<file path="src/rtl/mod_updown_counter.sv">
`default_nettype none
// ============================================================================
//  Module   : mod_updown_counter
//  Brief    : Parametrised modulo up/down counter with prescaled enable,
//             clear/load, wrap or saturate mode, boundary pulse and sticky flag.
//  Revision : 1.0
// ============================================================================
module mod_updown_counter #(
    parameter int unsigned     WIDTH    = 8,
    parameter longint unsigned MODULUS  = 256,
    parameter int unsigned     PRESCALE = 1,
    parameter int unsigned     SATURATE = 0
) (
    input  logic             clk,
    input  logic             rst,
    input  logic             en,
    input  logic             up,
    input  logic             clr,
    input  logic             load,
    input  logic [WIDTH-1:0] load_val,
    output logic [WIDTH-1:0] cnt,
    output logic             wrap,
    output logic             ovf
);

    localparam int unsigned      c_PW       = (PRESCALE > 1) ? $clog2(PRESCALE) : 1;
    localparam logic [c_PW-1:0]  c_PRE_LAST = c_PW'(PRESCALE - 1);
    // One extra bit so MODULUS = 2**WIDTH is representable for the load compare.
    localparam logic [WIDTH:0]   c_MOD      = (WIDTH + 1)'(MODULUS);
    localparam logic [WIDTH-1:0] c_MAX      = WIDTH'(MODULUS - 1);

    logic [WIDTH-1:0] r_cnt;
    logic [c_PW-1:0]  r_pre;
    logic             r_wrap;
    logic             r_ovf;

    logic             w_term;
    logic             w_step;
    logic             w_at_bound;
    logic             w_over;
    logic [WIDTH-1:0] w_cnt_step;
    logic [WIDTH-1:0] w_load_cnt;
    logic [c_PW-1:0]  w_pre_next;

    assign w_term     = (r_pre == c_PRE_LAST);
    assign w_step     = en & w_term;
    assign w_at_bound = up ? (r_cnt == c_MAX) : (r_cnt == '0);
    assign w_over     = ({1'b0, load_val} >= c_MOD);
    assign w_load_cnt = w_over ? c_MAX : load_val;
    assign w_pre_next = w_term ? '0 : (r_pre + c_PW'(1));

    always_comb begin
        w_cnt_step = r_cnt;
        if (!w_at_bound) begin
            w_cnt_step = up ? (r_cnt + WIDTH'(1)) : (r_cnt - WIDTH'(1));
        end else if (SATURATE == 0) begin
            w_cnt_step = up ? '0 : c_MAX;
        end
    end

    always_ff @(posedge clk or negedge rst) begin
        if (!rst) begin
            r_cnt  <= '0;
            r_pre  <= '0;
            r_wrap <= 1'b0;
            r_ovf  <= 1'b0;
        end else if (clr) begin
            r_cnt  <= '0;
            r_pre  <= '0;
            r_wrap <= 1'b0;
            r_ovf  <= 1'b0;
        end else if (load) begin
            r_cnt  <= w_load_cnt;
            r_pre  <= '0;
            r_wrap <= 1'b0;
            r_ovf  <= r_ovf | w_over;
        end else begin
            r_wrap <= 1'b0;
            if (en) begin
                r_pre <= w_pre_next;
            end
            if (w_step) begin
                r_cnt <= w_cnt_step;
                // A boundary step flags in both wrap and saturate modes.
                if (w_at_bound) begin
                    r_wrap <= 1'b1;
                    r_ovf  <= 1'b1;
                end
            end
        end
    end

    assign cnt  = r_cnt;
    assign wrap = r_wrap;
    assign ovf  = r_ovf;

endmodule
`default_nettype wire

</file>
<file path="config.mk">
export PLATFORM = sky130hd
export DESIGN_NAME = mod_updown_counter
export DESIGN_NICKNAME = d
export VERILOG_FILES = /design/src/rtl/mod_updown_counter.sv
export SDC_FILE = /design/constraint.sdc
export NUM_CORES = 1
export LEC_CHECK = 0
export BUFFER_PORTS_ARGS = -buffer_cell sky130_fd_sc_hd__buf_2
export CORE_MARGIN = 4
export CORE_UTILIZATION = 40
export DETAILED_ROUTE_END_ITERATION = 6
export PLACE_DENSITY = 0.73
export SETUP_SLACK_MARGIN = 0.05
export SYNTH_ARGS = -nofsm -noshare
export SYNTH_HDL_FRONTEND = slang
export SYNTH_SLANG_ARGS = --single-unit
</file>
<file path="constraint.sdc">
create_clock -name clk -period 1.77 [get_ports clk]
set_input_delay 0 -clock clk [delete_from_list [all_inputs] [get_ports clk]]
set_output_delay 0 -clock clk [all_outputs]
set_load 0.1 [all_outputs]
</file>
== Word-level counts from Yosys, hierarchy flattened ==
Cells that the tools add are included.
Word-level totals
  flip-flop bits (word level): 11
  bits of input ports: 14
  output and inout port bits: 10
  word-level logic and storage cells: 36
Cells by class
  $add $sub $neg: 3
  equality and inequality tests: 2
  muxes and demuxes: 19
  bitwise operators: 2
  reduce and logical (&&, ||, !) cells: 6
Operators by type and width (count)
  $mux 8: 6
  $mux 1: 13
  $add 8x1->8 const B: 1
  $eq 8x8->1 const B: 1
  $logic_not 8->1: 1
  $sub 8x1->8 const B: 1
  $reduce_bool 3->1: 2
  $reduce_bool 2->1: 2
  $reduce_and 3->1: 1
  $ne 2x2->1 const B: 1
  $add 1x1->1 const B: 1
  $and 1x1->1: 1
  $not 1->1: 1

== Depth between registers and ports, before layout ==
Gate-level depths: netlist of run 1.
  depth after elaboration: 6
  gate-level depth with buffers: 7
  depth with buffers taken out: 7

== Least setup slack after synthesis of run 1 ==
OpenSTA, ideal clock, no wires.
  kind: register to register
  start point: register r_cnt[0], in the netlist cnt[0]
  end point: register r_cnt[6], in the netlist cnt[6]
  library setup time: 0.136 ns
  data arrival time: 2.402 ns
  data required time: 1.634 ns
  path slack: -0.768 ns
  cell stages (with the launch flop): 8
  path buffers: 0
  period minus slack after synthesis: 2.538 ns
  cells stage by stage: dfrtp_1 inv_1 fa_1 nor2b_1 o31a_1 o21ai_0 a2111oi_0 nor3_1
On the way
  longest elaborated chain between the ends: 6
  elaborated cells between the ends (all ways): 10
  those cells by class: add/sub (2); eq/ne (1); mux (6); reduce/logical (1)
RTL lines
  start, declared: line 32  | logic [WIDTH-1:0] r_cnt;
  start signal, assigned: line 73  | r_cnt <= w_load_cnt;
  start signal, assigned: line 83  | r_cnt <= w_cnt_step;
  $sub 8x1->8 (tied with other cells): line 55  | w_cnt_step = up ? (r_cnt + WIDTH'(1)) : (r_cnt - WIDTH'(1));
  $mux 8 or $mux 1 (tied branches): line 55, 47
  $mux 8 (*): line 54  | if (!w_at_bound) begin
  $mux 8 (*): line 82  | if (w_step) begin
  $mux 8 (*): line 72  | end else if (load) begin
  $mux 8 (*): line 67  | end else if (clr) begin
Every way passes the cells marked *; elsewhere a longest branch is shown, timed or not. The select of a mux whose other input is x is not followed.
A chain may end at the register's enable or synchronous reset.

== Final worst setup path of run 1 ==
  start point: register r_cnt[1], in the netlist cnt[1]
  end point: register r_cnt[6], in the netlist cnt[6]
Same word-level chain as after synthesis.

==> results of run 1 <==
sequential cells by signal, summed over array words and instances (netlist names):
register / cells
wrap: 1
cnt: 8
ovf: 1
worst register-to-register path: stages, from the launching register on:
cell	delay [ns]
dfrtp_4	0.44
inv_2	0.05
fa_2	0.35
nor2b_2	0.14
o31a_1	0.20
o21ai_2	0.09
a2111oi_2	0.31
nor3_1	0.07
per-stage QoR:
stage                     setup slack (ns)  std cells  hold WS (ns)
after floorplan                    -0.2000        107       -0.2956
after global placement            -0.09517        163       -0.1182
after detailed placement           -0.1429        163       -0.1155
after CTS                        -0.004763        170      0.003313
after global routing              -0.09278        172      0.002093
final                             0.004838        172      0.006446
metal layers:
layer,vias up,track usage,part of all wire
met5,-,0,0
li1,466,-,-
met4,0,0.02905,0
met3,0,0.05722,0.063
met2,35,0.3110,0.51
met1,462,0.2352,0.42
power by group through the flow:
stage | clock (W) | combinational (W) | sequential (W)
CTS | 0.000166 | 0.000612 | 0.000306
finish | 0.000161 | 0.000665 | 0.000320
global placement | 0 | 0.000571 | 0.000311
floorplan | 0 | 0.000227 | 0.000520
global route | 0.000179 | 0.000713 | 0.000325
detailed placement | 0 | 0.000585 | 0.000312
cells in the mapped netlist (all sizes together) (2+ instances only):
library cell,number,share of area
dfrtp,10,0.29
nor2,12,0.052
ha,6,0.086
o21ai,7,0.040
a211oi,2,0.017
nor2b,3,0.021
a21oi,14,0.080
nand3,3,0.017
buf,4,0.032
xnor2,3,0.030
nand2b,3,0.021
nor3,4,0.023
inv,6,0.026
or3,2,0.020
nand2,6,0.026
how the worst max path moves through the flow:
stage               slack, ns                 end  cells past startpoint
floorplan               -0.20  cnt[6]$_DFFE_PN0P_                      7
global placement         -0.1  cnt[5]$_DFFE_PN0P_                      6
detailed placement      -0.14  cnt[5]$_DFFE_PN0P_                      6
CTS                    -0.005  cnt[6]$_DFFE_PN0P_                      7
global route            -0.09  cnt[6]$_DFFE_PN0P_                      7
finish                  0.005  cnt[6]$_DFFE_PN0P_                      7
cell type report:
| cell class | count | area [um^2] |
|---|---|---|
| clock buffer | 3 | 22.52 |
| fill | 180 | 734.5 |
| inverter | 6 | 22.52 |
| multi-input combinational | 87 | 678.2 |
| sequential | 10 | 280.3 |
| tap | 27 | 33.78 |
| timing repair buffer | 39 | 250.2 |
cell families (layout without fill, tap and decap cells):
| family | after synthesis | count (layout) | synth area share |
|---|---|---|---|
| buf+inv | 10 | 48 | 0.05730 |
| mux | 1 | 1 | 0.01146 |
| simple gates | 40 | 40 | 0.2421 |
| fa+ha+maj | 7 | 7 | 0.1089 |
| flops | 10 | 10 | 0.2865 |
| compound gates | 35 | 35 | 0.2536 |
| xor+xnor | 4 | 4 | 0.04012 |
repair_timing:
action / 4_1_cts / 5_1_grt
hold buffers: 3 / 0
pin swaps: 4 / 11
resized for setup: 7 / 11
buffers inserted: 1 / 2
endpoints found under the hold margin: 13 / 0
setup endpoints to repair: 4 / 9
==> results.py, run 1 <==
metrics = {
    "status": {
        "outcome": "finished, final reports clean",
    },
    "critical_path": {
        "crit_type": "flip-flop to flip-flop",
        "path_buf_inv": 1,
        "cp_slowest_cell": "dfrtp_4",
        "endpoint_kind": "flip-flop",
        "cp.arrival_ns": 1.91,
        "crit_family": "compound AO/OA/AOI/OAI gates",
        "startpoint": "cnt[1]$_DFFE_PN0P_",
        "crit_chain": "inv_2, fa_2, nor2b_2, o31a_1, o21ai_2, a2111oi_2, nor3_1",
        "rrSetupSlack_ns": 0.005,
        "critical_path.max_fanout": 4,
        "cp-start-kind": "flip-flop",
        "reg2reg_depth": 7,
        "cp_data_required_time_ns": 1.92,
        "rr_endpoint": "cnt[6]$_DFFE_PN0P_",
        "r2r-start": "cnt[1]$_DFFE_PN0P_",
        "max_stage_delay_ns": 0.44,
    },
    "power_and_ir_drop": {
        "vdd_ir_drop_max_uv": 862.6,
        "p_leak_nw": 0.5647,
        "netSwitchingPower_w": 0.0005539,
        "combPwrFrac": 0.580,
        "p_int_w": 0.0005931,
        "pwr_density_cell_nw_per_um2": 890.9,
        "power.share.clock": 0.141,
        "switching_share": 0.4829,
        "p_seq_frac": 0.279,
        "p_total_w": 0.001147,
    },
    "timing": {
        "setup_viol": 0,
        "rsz0062_at_grt": "yes",
        "period_share": 0.9973,
        "finalCriticalPeriod_ns": 1.765,
        "slew_headroom": 0.5792,
        "maxSlewViolCount": 0,
        "worstMarginPinSlew_ns": 0.6264,
        "fmax_ghz": 0.5665,
        "clock_skew_ns": 0.0007141,
        "hold_viol": 0,
        "final.setup.tns_ns": 0,
    },
    "hold_path": {
        "hold_start": "load_val[0]",
        "holdPathEnd": "cnt[0]$_DFFE_PN0P_",
        "whs_path_depth": 3,
        "holdCritPathClass": "input port to flip-flop",
    },
    "drt": {
        "drc": 0,
        "drt_iter0_markers": 47,
        "wire_per_inst_um": 15.59,
        "via_count": 963,
        "vias_per_cell": 5.599,
        "postRouteAntennaNets": 0,
        "drt_wl_total_mm": 2.681,
        "drtPass1Iterations": 4,
    },
    "cts": {
        "cts.htree.levels": 1,
        "numCtsBuffers": 3,
        "cts_buffer_depth": 2,
        "cts_tree": "yes",
        "clkLatencyLatePin_ns": 0.26,
        "cts-root-buf": "clkbuf_4",
        "cts_sinks": 10,
        "clk_pin_slew_worst_paths_ns": 0.07,
    },
    "floorplan": {
        "rows": 16,
        "core_area_um2": 2022,
        "pin_count": 24,
        "start_util": 0.4319,
        "die_area_um2": 2995,
        "die_h_um": 54.73,
        "die_w_um": 54.73,
    },
    "finish": {
        "final_area_um2": 1287,
        "syn2layout_area_growth_pct": 47.42,
        "antennaDiodeCount": 0,
        "final_common_cell": "buf_2",
        "drive_gt1_frac": 0.4483,
        "fin_util": 0.6368,
        "final_cell_mix": "buf_2 (23), a21oi_1 (14), nor2_1 (12)",
        "finalNetCount": 168,
    },
    "synthesis": {
        "netlist_instances": 107,
        "synth_cell_types": 41,
        "synth_area_um2": 873.3,
        "synthArstFlopShare": 1.000,
        "yosysSeqAreaShare": 0.2865,
        "synth-seq-cells": 10,
        "synth_edf_count": 0,
        "ys_warn_count": 0,
        "syn_avg_cell_area_um2": 8.162,
        "synth-main-ff-cell": "dfrtp_1",
        "syn_nets": 128,
    },
    "job": {
        "cap_violations": 0,
    },
    "global_routing": {
        "grt_pass1_vias": 893,
        "grt_overflow": 0,
        "antenna_found_initial": 0,
        "grt_pass1_wl_mm": 3.967,
        "grt_max_degree": 12,
        "grt_usage": 0.1857,
    },
    "placement": {
        "dp_hpwl_mm": 2.015,
        "finalWeightedCongestion": 0.8879,
        "io_buffers": 23,
        "place_area_um2": 1102,
    },
}
(Power assumes the default switching activity.)
==> run 2: changes to the inputs <==
PLACE_DENSITY = 0.71   (was 0.73)
clock period = 2.15 ns   (was 1.77 ns; I/O delays follow)
==> results.py, run 2 (synthesis results as in run 1) <==
metrics = {
    "finish": {
        "stdcell_count": 162,
        "drive_gt1_frac": 0.2815,
        "largest_reg_flops": 8,
        "final_cell_mix": "buf_2 (23), a21oi_1 (14), nor2_1 (12)",
        "finalNetCount": 157,
        "final_common_cell": "buf_2",
        "syn2layout_area_growth_pct": 25.64,
        "fin_util": 0.5427,
        "fill_cells": 195,
        "antennaDiodeCount": 0,
    },
    "critical_path": {
        "startpoint": "cnt[0]$_DFFE_PN0P_",
        "endpoint_kind": "flip-flop",
        "cp-start-kind": "flip-flop",
        "cp_data_required_time_ns": 2.29,
        "r2r-start": "cnt[0]$_DFFE_PN0P_",
        "critical_path.max_fanout": 7,
        "crit_type": "flip-flop to flip-flop",
        "rrSetupSlack_ns": 0.08,
        "cp.arrival_ns": 2.21,
    },
    "global_routing": {
        "grt_pass1_vias": 812,
        "grt_pass1_wl_mm": 3.608,
        "grt_overflow": 0,
        "grt_usage": 0.1709,
        "antenna_found_initial": 0,
        "grt_max_degree": 12,
    },
    "timing": {
        "clock_skew_ns": 0.0004981,
        "maxSlewViolCount": 0,
        "period_share": 0.9613,
        "slew_headroom": 0.6092,
        "hold_viol": 0,
        "worst_hold_slack_ns": 0.02770,
        "finalCriticalPeriod_ns": 2.067,
        "worst_slack_ns": 0.08314,
        "worstMarginPinSlew_ns": 0.5817,
        "fmax_ghz": 0.4838,
        "setup_viol": 0,
    },
    "drt": {
        "drc": 0,
        "postRouteAntennaNets": 0,
        "drt_wl_total_mm": 2.404,
        "drt_iter0_markers": 46,
        "vias_per_cell": 5.648,
        "wire_per_inst_um": 14.84,
        "drtPass1Iterations": 4,
        "via_count": 915,
    },
    "placement": {
        "dpl.cell_count": 153,
        "finalWeightedCongestion": 0.8849,
        "io_buffers": 23,
        "dp_hpwl_mm": 1.754,
        "pre_cts_ws_ns": 0.1636,
    },
    "cts": {
        "cts_setup_buffers": 0,
        "cts_buffer_depth": 2,
        "clkLatencyLatePin_ns": 0.27,
        "cts-root-buf": "clkbuf_4",
        "clk_pin_slew_worst_paths_ns": 0.08,
        "cts_sinks": 10,
        "cts_tree": "yes",
        "numCtsBuffers": 3,
        "cts.htree.levels": 1,
    },
    "hold_path": {
        "hold_start": "load_val[2]",
        "holdCritPathClass": "input port to flip-flop",
    },
    "floorplan": {
        "die_area_um2": 2995,
        "die_w_um": 54.73,
        "rows": 16,
        "die_h_um": 54.73,
        "start_util": 0.4319,
        "pin_count": 24,
        "core_area_um2": 2022,
    },
    "status": {
        "outcome": "finished, final reports clean",
    },
    "power_and_ir_drop": {
        "pwr_density_cell_nw_per_um2": 801.8,
        "p_leak_nw": 0.5124,
        "p_total_w": 0.0008798,
        "vdd_ir_drop_max_uv": 394.4,
    },
    "job": {
        "cap_violations": 0,
    },
}
run 2: cell count changes in the layout (fill, tap and decap cells not counted), moves of 2 or more:
cell           change
buf_4             -11
buf_6              -2
o21ai_0            +2
dlygate4sd3_1      +2
inv_2              -2
ha_1               +5
ha_4               -5
dfrtp_2            +6
dfrtp_4            -6
inv_1              +2
run 2: layout make-up:
cell class | count | area (um^2) | share of cell area
Clock buffer | 4 | 36.28 | 0.03307
Sequential cell | 10 | 265.3 | 0.2417
Multi-Input combinational cell | 87 | 574.3 | 0.5234
Timing Repair Buffer | 28 | 165.2 | 0.1505
Tap cell | 27 | 33.78 | 0.03079
Inverter | 6 | 22.52 | 0.02052
run 2: routing by layer:
layer	vias up	wire, um	track usage
met2	38	1169	0.2933
met1	421	1027	0.2085
li1	448	-	-
met3	8	165	0.03270
met5	-	0	0
met4	0	42	0.06224
run 2: worst paths after layout:
path | cells after the start | endpoint
max | 7 | cnt[6]$_DFFE_PN0P_
min | 3 | cnt[2]$_DFFE_PN0P_
max reg2reg | 7 | cnt[6]$_DFFE_PN0P_
min reg2reg | 2 | ovf$_DFFE_PN0P_
max in group asynchronous | 2 | cnt[0]$_DFFE_PN0P_
min in group asynchronous | 2 | cnt[1]$_DFFE_PN0P_
run 2: critical path, cell delays in order (launching register included):
cell	delay (ns)
dfrtp_4	0.46
inv_1	0.06
fa_1	0.42
nor2b_1	0.18
o31a_1	0.15
o21ai_0	0.12
a2111oi_1	0.44
nor3_1	0.10
run 2: through the flow:
stage	area, um^2	TNS, ns
finish	1097	0
global route	1097	-0.02567
CTS	1096	0
detailed placement	1010	0
global placement	1010	0
floorplan	888.4	0
run 2: repair_timing:
item	in CTS	in global routing
hold buffers	5	0
resized for setup	0	1
endpoints found under the setup margin	0	1
hold endpoints to repair	13	0
run 2: report_power, final:
group | internal, W | switching (W)
clock network | 0.000103 | 0.0000750
logic | 0.000132 | 0.000316
registers | 0.000217 | 0.0000372
total | 0.000452 | 0.000428
==> run 3: changes to the inputs <==
clock period = 2 ns   (was 2.15 ns; I/O delays follow)
==> results.py, run 3 (synthesis results as in run 1) <==
metrics = {
    "status": {
        "outcome": "finished, final reports clean",
    },
    "critical_path": {
        "startpoint": "cnt[1]$_DFFE_PN0P_",
        "critical_path.max_fanout": 4,
        "cp.arrival_ns": 1.96,
        "cp_slowest_cell": "dfrtp_4",
        "max_stage_delay_ns": 0.43,
        "cp_data_required_time_ns": 2.14,
        "crit_chain": "inv_2, fa_2, nor2b_2, o31a_1, o21ai_2, a2111oi_2, nor3_1",
        "r2r-start": "cnt[1]$_DFFE_PN0P_",
        "endpoint_kind": "flip-flop",
        "crit_type": "flip-flop to flip-flop",
        "cp-start-kind": "flip-flop",
    },
    "drt": {
        "postRouteAntennaNets": 0,
        "drt_wl_total_mm": 2.215,
        "vias_per_cell": 5.524,
        "drt_iter0_markers": 17,
        "wire_per_inst_um": 13.51,
        "drc": 0,
        "via_count": 906,
        "drtPass1Iterations": 4,
    },
    "floorplan": {
        "core_area_um2": 2022,
        "die_area_um2": 2995,
        "pin_count": 24,
        "rows": 16,
        "die_h_um": 54.73,
        "start_util": 0.4319,
        "die_w_um": 54.73,
    },
    "power_and_ir_drop": {
        "power.share.clock": 0.193,
        "p_leak_nw": 0.5260,
        "p_seq_frac": 0.281,
        "vdd_ir_drop_max_uv": 689.4,
        "p_int_w": 0.0004995,
        "pwr_density_cell_nw_per_um2": 845.9,
        "switching_share": 0.4767,
        "netSwitchingPower_w": 0.0004551,
        "combPwrFrac": 0.526,
    },
    "placement": {
        "dpl.cell_count": 155,
        "io_buffers": 23,
        "finalWeightedCongestion": 0.8095,
        "dp_hpwl_mm": 1.749,
        "place_area_um2": 1025,
    },
    "finish": {
        "final_common_cell": "buf_2",
        "finalNetCount": 159,
        "largest_reg_flops": 8,
        "stdcell_count": 164,
        "antennaDiodeCount": 0,
        "drive_gt1_frac": 0.3431,
        "syn2layout_area_growth_pct": 29.23,
        "final_area_um2": 1129,
        "fill_cells": 202,
        "final_cell_mix": "buf_2 (23), a21oi_1 (14), nor2_1 (12)",
    },
    "timing": {
        "hold_viol": 0,
        "fmax_ghz": 0.5496,
        "worstMarginPinSlew_ns": 0.6077,
        "maxSlewViolCount": 0,
        "setup_viol": 0,
        "worst_hold_slack_ns": 0.01823,
        "clock_skew_ns": 0.01241,
        "finalCriticalPeriod_ns": 1.820,
        "rsz0062_at_grt": "yes",
        "period_share": 0.9098,
        "slew_headroom": 0.5917,
    },
    "global_routing": {
        "grt_pass1_vias": 824,
        "grt_overflow": 0,
        "grt_max_degree": 12,
        "grt_usage": 0.1621,
        "antenna_found_initial": 0,
        "grt_pass1_wl_mm": 3.491,
    },
    "cts": {
        "clkLatencyLatePin_ns": 0.27,
        "cts-root-buf": "clkbuf_4",
        "cts_buffer_depth": 2,
        "cts_tree": "yes",
        "cts_sinks": 10,
        "clk_pin_slew_worst_paths_ns": 0.08,
        "numCtsBuffers": 3,
        "cts.htree.levels": 1,
    },
    "job": {
        "cap_violations": 0,
    },
    "hold_path": {
        "holdCritPathClass": "input port to flip-flop",
        "hold_start": "load_val[1]",
    },
}
run 3: area by class of cell:
type	count	area, um^2	area share
clock buffer	4	36.28	0.03215
inverter	6	22.52	0.01996
multi-input combinational	87	593.1	0.5255
sequential	10	265.3	0.2350
tap	27	33.78	0.02993
timing repair buffer	30	177.7	0.1574
run 3: path summary, 6_finish.rpt:
check / depth (start not counted) / to / slack (ns)
setup / recovery: 7 / cnt[6]$_DFFE_PN0P_ / 0.18
hold / removal: 3 / cnt[1]$_DFFE_PN0P_ / 0.02
setup reg to reg: 7 / cnt[6]$_DFFE_PN0P_ / 0.18
hold reg to reg: 2 / ovf$_DFFE_PN0P_ / 0.50
max in group asynchronous: 2 / cnt[5]$_DFFE_PN0P_ / 1.66
min in group asynchronous: 2 / cnt[1]$_DFFE_PN0P_ / 0.11
run 3: repair_timing:
action                                  in CTS  in global routing
gates cloned                                 0                  0
pin swaps                                    1                  5
buffers inserted                             0                  1
hold endpoints to repair                    13                  0
endpoints found under the setup margin       1                  3
resized for setup                            0                  8
hold buffers                                 4                  0
run 3: power by group through the flow:
stage | combinational, W | clock [W] | sequential [W]
finish | 0.000502 | 0.000184 | 0.000269
floorplan | 0.000200 | 0 | 0.000448
global route | 0.000544 | 0.000198 | 0.000274
CTS | 0.000482 | 0.000189 | 0.000270
detailed placement | 0.000475 | 0 | 0.000275
global placement | 0.000471 | 0 | 0.000272
run 3: per-stage QoR:
stage | setup WS, ns | util | setup TNS, ns | power, W
2_1_floorplan | -0.1003 | - | -0.1003 | 0.0006481
3_3_place_gp | 0.1228 | 0.5068 | 0 | 0.0007434
3_5_place_dp | 0.05607 | 0.5068 | 0 | 0.0007491
4_1_cts | 0.05825 | 0.5446 | 0 | 0.0009419
5_1_grt | 0.05041 | 0.5582 | 0 | 0.001016
6_report | 0.1804 | 0.5582 | 0 | 0.0009546
run 3: worst max-delay path, delay by kind of cell, from the launching register on:
family / cells / cell delay (ns)
fa+ha+maj: 1 / 0.37
flops: 1 / 0.43
simple gates: 2 / 0.23
compound gates: 3 / 0.60
buf+inv: 1 / 0.05
run 3: metal layers:
layer | global-route usage | share of wire | wire length, um
met5 | 0 | 0 | 0
met4 | 0.04979 | 0.013 | 28
met3 | 0.04087 | 0.061 | 135
met2 | 0.2854 | 0.50 | 1109
met1 | 0.1898 | 0.43 | 942
